`config.mk`:
```
export PLATFORM = sky130hd
export DESIGN_NAME = axioma_adc_trigger
export DESIGN_NICKNAME = d
export VERILOG_FILES = /design/src/rtl/axioma_adc_pkg.sv /design/src/rtl/axioma_edge_det.sv /design/src/rtl/axioma_adc_trigger.sv
export SDC_FILE = /design/constraint.sdc
export NUM_CORES = 1
export LEC_CHECK = 0
export CORE_ASPECT_RATIO = 0.8
export CORE_UTILIZATION = 45
export CTS_CLUSTER_SIZE = 16
export DETAILED_ROUTE_END_ITERATION = 10
export GPL_TIMING_DRIVEN = 0
export PLACE_DENSITY = 0.76
export SYNTH_ARGS = -nofsm -noshare
export SYNTH_HDL_FRONTEND = slang
export SYNTH_SLANG_ARGS = --single-unit
```
`constraint.sdc`:
```
create_clock -name clk -period 2.6 [get_ports clk]
set_input_delay 0.39 -clock clk [delete_from_list [all_inputs] [get_ports clk]]
set_output_delay 0.39 -clock clk [all_outputs]
set_load 0.02 [all_outputs]
```
`src/rtl/axioma_adc_pkg.sv`:
```
// -----------------------------------------------------------------------------
// axioma_adc_pkg
// Shared definitions for the ADC subsystem: the ADTS trigger-source encodings
// (ATmega328P ADCSRB[2:0] compatible), the ADC register map addresses and the
// control-bit positions used by both the trigger unit and the ADC controller.
// -----------------------------------------------------------------------------
package axioma_adc_pkg;

   // Number of selectable auto-trigger sources.
   localparam int NUM_TRIG_SRC = 8;

   // ADTS encodings. The numeric value is also the bit index of the source
   // in the trigger unit's source vector.
   typedef enum logic [2:0] {
      ADTS_FREE  = 3'd0,   // free-running: retrigger on conversion complete
      ADTS_ACOMP = 3'd1,   // analog comparator
      ADTS_INT0  = 3'd2,   // external interrupt request 0
      ADTS_T0CMA = 3'd3,   // Timer/Counter0 compare match A
      ADTS_T0OVF = 3'd4,   // Timer/Counter0 overflow
      ADTS_T1CMB = 3'd5,   // Timer/Counter1 compare match B
      ADTS_T1OVF = 3'd6,   // Timer/Counter1 overflow
      ADTS_T1CAP = 3'd7    // Timer/Counter1 capture event
   } adts_e;

   // ADC register addresses in the data-memory I/O map.
   localparam logic [7:0] ADDR_ADCL   = 8'h78;
   localparam logic [7:0] ADDR_ADCH   = 8'h79;
   localparam logic [7:0] ADDR_ADCSRA = 8'h7A;
   localparam logic [7:0] ADDR_ADCSRB = 8'h7B;
   localparam logic [7:0] ADDR_ADMUX  = 8'h7C;
   localparam logic [7:0] ADDR_DIDR0  = 8'h7E;

   // Control-bit positions inside ADCSRA / ADCSRB.
   localparam int ADCSRA_ADEN  = 7;
   localparam int ADCSRA_ADSC  = 6;
   localparam int ADCSRA_ADATE = 5;
   localparam int ADCSRB_ADTS0 = 0;

endpackage : axioma_adc_pkg

```
`src/rtl/axioma_edge_det.sv`:
```
// -----------------------------------------------------------------------------
// axioma_edge_det
// Per-bit rising-edge detector. Every bit keeps its own previous-value
// register, updated every cycle, so a bit only reports an edge on a genuine
// 0->1 transition of that same bit.
//
// Ports
//   clk      : system clock
//   reset_n  : asynchronous active-low reset (previous values cleared to 0)
//   din      : WIDTH level inputs
//   rise     : WIDTH combinational edge flags, rise[i] = din[i] & ~prev[i]
// -----------------------------------------------------------------------------
module axioma_edge_det #(
   parameter int WIDTH = 8
) (
   input  logic             clk,
   input  logic             reset_n,
   input  logic [WIDTH-1:0] din,
   output logic [WIDTH-1:0] rise
);

   logic [WIDTH-1:0] prev;

   // NOTE: clocked state uses non-blocking assignments so every register
   // samples pre-edge values, independent of process evaluation order.
   always_ff @(posedge clk or negedge reset_n) begin
      if (!reset_n) begin
         prev <= '0;
      end else begin
         prev <= din;
      end
   end

   assign rise = din & ~prev;

endmodule : axioma_edge_det

```
`src/rtl/axioma_adc_trigger.sv`:
```
// -----------------------------------------------------------------------------
// axioma_adc_trigger
// ADC auto-trigger source unit. Selects one of eight trigger sources with
// ADTS, detects its rising edge, holds one pending request and issues a
// one-cycle registered start pulse to the ADC controller whenever the ADC is
// idle. Issued triggers are counted (wrapping); edges that arrive while a
// request is already pending are lost and counted as overruns (saturating).
//
// Ports
//   clk, reset_n  : system clock, asynchronous active-low reset
//   adts          : trigger source select (ADCSRB[2:0])
//   adate, aden   : auto-trigger enable, ADC enable; unit armed when both set
//   adc_busy      : ADC controller not idle
//   adc_done      : one-cycle conversion-complete pulse (free-running source)
//   acomp_out     : analog comparator output
//   int0_flag     : external interrupt 0 flag
//   tc0_compa     : Timer0 compare-match A flag
//   tc0_ovf       : Timer0 overflow flag
//   tc1_compb     : Timer1 compare-match B flag
//   tc1_ovf       : Timer1 overflow flag
//   tc1_capt      : Timer1 input-capture flag
//   ovr_clr       : one-cycle pulse clearing overrun and ovr_count
//   adc_trigger   : one-cycle registered start pulse to the ADC
//   pending       : a request is latched and not yet issued
//   overrun       : sticky lost-edge flag
//   ovr_count     : number of lost edges, saturating at all-ones
//   trig_count    : number of issued triggers, wrapping
// -----------------------------------------------------------------------------
module axioma_adc_trigger
   import axioma_adc_pkg::*;
#(
   parameter int CNT_W = 16,
   parameter int OVR_W = 8
) (
   input  logic             clk,
   input  logic             reset_n,
   input  logic [2:0]       adts,
   input  logic             adate,
   input  logic             aden,
   input  logic             adc_busy,
   input  logic             adc_done,
   input  logic             acomp_out,
   input  logic             int0_flag,
   input  logic             tc0_compa,
   input  logic             tc0_ovf,
   input  logic             tc1_compb,
   input  logic             tc1_ovf,
   input  logic             tc1_capt,
   input  logic             ovr_clr,
   output logic             adc_trigger,
   output logic             pending,
   output logic             overrun,
   output logic [OVR_W-1:0] ovr_count,
   output logic [CNT_W-1:0] trig_count
);

   // ---------------------------------------------------------------------
   // Source vector and edge detection
   // ---------------------------------------------------------------------
   logic [NUM_TRIG_SRC-1:0] src;
   logic [NUM_TRIG_SRC-1:0] rise;

   always_comb begin
      src             = '0;
      src[ADTS_FREE]  = adc_done;
      src[ADTS_ACOMP] = acomp_out;
      src[ADTS_INT0]  = int0_flag;
      src[ADTS_T0CMA] = tc0_compa;
      src[ADTS_T0OVF] = tc0_ovf;
      src[ADTS_T1CMB] = tc1_compb;
      src[ADTS_T1OVF] = tc1_ovf;
      src[ADTS_T1CAP] = tc1_capt;
   end

   // All eight detectors run every cycle, so switching adts onto a source
   // that is already high does not look like an edge.
   axioma_edge_det #(
      .WIDTH (NUM_TRIG_SRC)
   ) u_edge_det (
      .clk     (clk),
      .reset_n (reset_n),
      .din     (src),
      .rise    (rise)
   );

   // ---------------------------------------------------------------------
   // Request / issue decision
   // ---------------------------------------------------------------------
   logic armed;
   logic sel_edge;
   logic issue;
   logic lost_edge;
   logic pending_nxt;

   assign armed    = aden & adate;
   assign sel_edge = rise[adts];

   // adc_busy is only registered by the ADC the cycle after our pulse, so
   // the ~adc_trigger term forces at least one idle cycle between pulses.
   assign issue = armed & pending & ~adc_busy & ~adc_trigger;

   // An edge arriving while the held request is being issued simply
   // re-arms the request; only an edge that cannot be held is lost.
   assign lost_edge = armed & sel_edge & pending & ~issue;

   // NOTE: the default assignment first guarantees pending_nxt is driven on
   // every path, so no latch is inferred.
   always_comb begin
      pending_nxt = pending;
      if (!armed) begin
         pending_nxt = 1'b0;
      end else if (issue) begin
         pending_nxt = sel_edge;
      end else if (sel_edge) begin
         pending_nxt = 1'b1;
      end
   end

   always_ff @(posedge clk or negedge reset_n) begin
      if (!reset_n) begin
         pending     <= 1'b0;
         adc_trigger <= 1'b0;
         trig_count  <= '0;
      end else begin
         pending     <= pending_nxt;
         adc_trigger <= issue;
         if (issue) begin
            trig_count <= trig_count + CNT_W'(1);
         end
      end
   end

   // ---------------------------------------------------------------------
   // Overrun tracking; a clear in the same cycle as a loss wins.
   // ---------------------------------------------------------------------
   always_ff @(posedge clk or negedge reset_n) begin
      if (!reset_n) begin
         overrun   <= 1'b0;
         ovr_count <= '0;
      end else if (ovr_clr) begin
         overrun   <= 1'b0;
         ovr_count <= '0;
      end else if (lost_edge) begin
         overrun <= 1'b1;
         if (ovr_count != {OVR_W{1'b1}}) begin
            ovr_count <= ovr_count + OVR_W'(1);
         end
      end
   end

endmodule : axioma_adc_trigger

```
==> reports/results.txt <==
Top-count cell post-synth - dfrtp_1
Critical register-to-register path startpoint - u_edge_det.prev[7]$_DFF_PN0_
Leakage - 0.894 nW
Setup crit start kind - input pin
Final antenna-violating net count - 0
Global Route met1 Usage - 23.1%
Mean Syn Cell Area - 11.6 sq um
Starting density of the core - 48.5%
Pwr dens - 509 nW/um^2
Final setup viols - 0
Post-CTS Setup Inserts - 0
Clock Pin Slew Worst Setup and Hold Paths - 0.07 ns
Cell Rows - 18
Max frequency - 443 MHz
Clock sinks - 35
DR WL/cell - 14.0 um
FF-to-FF path depth - 5
Syn. warnings - 0
Maxcap violations - 0
Setup CP Type - input pin to flop
Met2 GRT Util - 32.3%
Global-route wire length before repair - 4.94 mm
Hold/Removal Path Class - input pin to asynchronous set/reset pin
Synth cell types - 29
CORE AREA - 3150 sq um
Register bit total from synthesis - 35
R2r setup slk - 0.55 ns
Total gr overflow - 0
Power Total - 0.00106 W
H-Tree Depth - 2
Synth Flop Type - dfrtp_1
CTS tree - yes
Met3 GRT Util - 5.08%
Mapped Cells - 132
Vias in the first global route - 1128
Max clock buf depth - 2
GR peak layer - met2
GPL Wtd Cong - 0.746
Area delta synth->final - 36.1%
Dpl ws - 0.0557 ns
Top cells by area, synth - dfrtp_1, xnor2_1, xor2_1
Final worst slack - 0.342 ns
Post-CTS Hold Fix Bufs - 0
Buffers on Ports - 42
Via density - 5.45
Final Max Tran Viols - 0
Via count - 1204
Syn nets - 151
Die H - 54.2 um
Critical Path AT - 2.45 ns
CP Data Required Time - 2.79 ns
Fin crit period - 2.26 ns
Share of layout cells above drive strength 1 - 7.18%
Nets - 200
RR Endpoint - ovr_count[5]$_DFFE_PN0P_
Pre-Repair DR Iteration Count - 4
DP HPWL - 2.33 mm
Initial DRC Count - 38
Final Hold Fails - 0
Largest net degree at the start of global routing - 36
Routed wire length - 3.10 mm
Placed cell count - 214
Worst Path Max Fanout - 5
Antenna violations before repair - 0
Unrepaired setup endpoints after global routing - no
Worst Skew - 0.00927 ns
Finished Layout Cells - 221
Final setup TNS - 0 ns
Mapped Area - 1530 sq um
Post-cts sizing count - 0
Number of synthesized flops with an enable pin - 0
Dominant cell type by area after synthesis - dfrtp_1
Worst relative slew slack - 49.1%
Share of the synthesized area in the top cell type - 57.2%
Die area - 3640 sq um
Seq/Total Area, Yosys - 57.2%
Residual DRC - 0
# IOs - 44
Clock latency on the worst-skew pair - 0.28 ns
Ant diodes - 0
Worst Tran Pin Value - 0.763 ns
CTS Buf Count - 5
All-Layer GR Usage - 19.1%
Top cells by count, synth - dfrtp_1, nor2_1, nand2b_1
Crit end category - flop
Post-synthesis async set-or-reset flop share - 100%
Post-Route Utilization - 66.1%
Peak VDD IR - 445 uV
Status - finished, final reports clean
CTS root buf - clkbuf_8
DIE WIDTH - 67.2 um
Final period util - 86.9%
-- power breakdown --
group | internal (W) | switching, W
combinational | 0.0000545 | 0.0000473
sequential | 0.000562 | 0.0000158
clock | 0.000207 | 0.000175
-- kinds of logic (layout without fill, tap and decap cells) --
logic type / Yosys count / after routing / synth area share, %
simple gates: 50 / 50 / 17.8
flops: 35 / 35 / 57.2
compound gates: 18 / 18 / 7.60
xor+xnor: 16 / 16 / 9.16
buf+inv: 6 / 55 / 1.55
mux: 5 / 5 / 4.99
fa+ha+maj: 2 / 2 / 1.64
-- through the flow --
stage,cell area (sq um),hold slack [ns]
floorplan,1530,0.0944
global placement,2000,0.458
detailed placement,2000,0.458
CTS,2080,0.200
global route,2080,0.233
finish,2080,0.177
-- sequential cells by signal (all words and copies together), names as in the netlist --
name and cells:
ovr_count 8, pending 1, adc_trigger 1, u_edge_det.prev 8, overrun 1, trig_count 16
-- cell usage in the layout (no fill, tap or decap), types with 3 or more instances in the layout --
| cell type | instances |
|---|---|
| o21ai_0 | 3 |
| dfrtp_1 | 35 |
| clkdlybuf4s50_1 | 41 |
| nand4_1 | 8 |
| o31ai_1 | 3 |
| xnor2_1 | 8 |
| or4_1 | 3 |
| nand2_1 | 5 |
| xor2_1 | 8 |
| nand3_1 | 6 |
| inv_1 | 3 |
| clkbuf_8 | 6 |
| or3_1 | 3 |
| a21oi_1 | 7 |
| nor2_1 | 10 |
| nand2b_1 | 9 |
-- per-layer routing --
layer  vias up  part of all wire, %
met4         0                 0.94
met1       608                   45
met2        24                   51
met3         5                  3.2
met5         -                    0
li1        567                    -
-- critical path: stages --
cell and delay, ns:
clkdlybuf4s50_1 0.53, mux4_2 0.54, o22a_1 0.28, or4_1 0.51, a21oi_1 0.20
-- layout make-up --
| cell class | count | area [sq um] |
|---|---|---|
| Clock buffer | 6 | 82.6 |
| Fill cell | 249 | 1070 |
| Tap cell | 40 | 50.0 |
| Multi-Input combinational cell | 91 | 631 |
| Timing Repair Buffer | 42 | 415 |
| Sequential cell | 35 | 876 |
| Inverter | 3 | 11.3 |
| Buffer | 3 | 12.5 |
| Clock inverter | 1 | 5.00 |
-- how the worst max path moves through the flow --
| stage | startpoint | endpoint | slack [ns] | depth (start not counted) |
|---|---|---|---|---|
| 3_3_place_gp | adts[0] | ovr_count[5]$_DFFE_PN0P_ | 0.15 | 5 |
| 2_1_floorplan | ovr_count[0]$_DFFE_PN0P_ | ovr_count[7]$_DFFE_PN0P_ | 0.72 | 6 |
| 4_1_cts | adts[0] | ovr_count[5]$_DFFE_PN0P_ | 0.34 | 5 |
| 6_report | adts[0] | ovr_count[5]$_DFFE_PN0P_ | 0.34 | 5 |
| 5_1_grt | adts[0] | ovr_count[5]$_DFFE_PN0P_ | 0.25 | 5 |
| 3_5_place_dp | adts[0] | ovr_count[5]$_DFFE_PN0P_ | 0.06 | 5 |
Power figures use the tool's default switching activity.
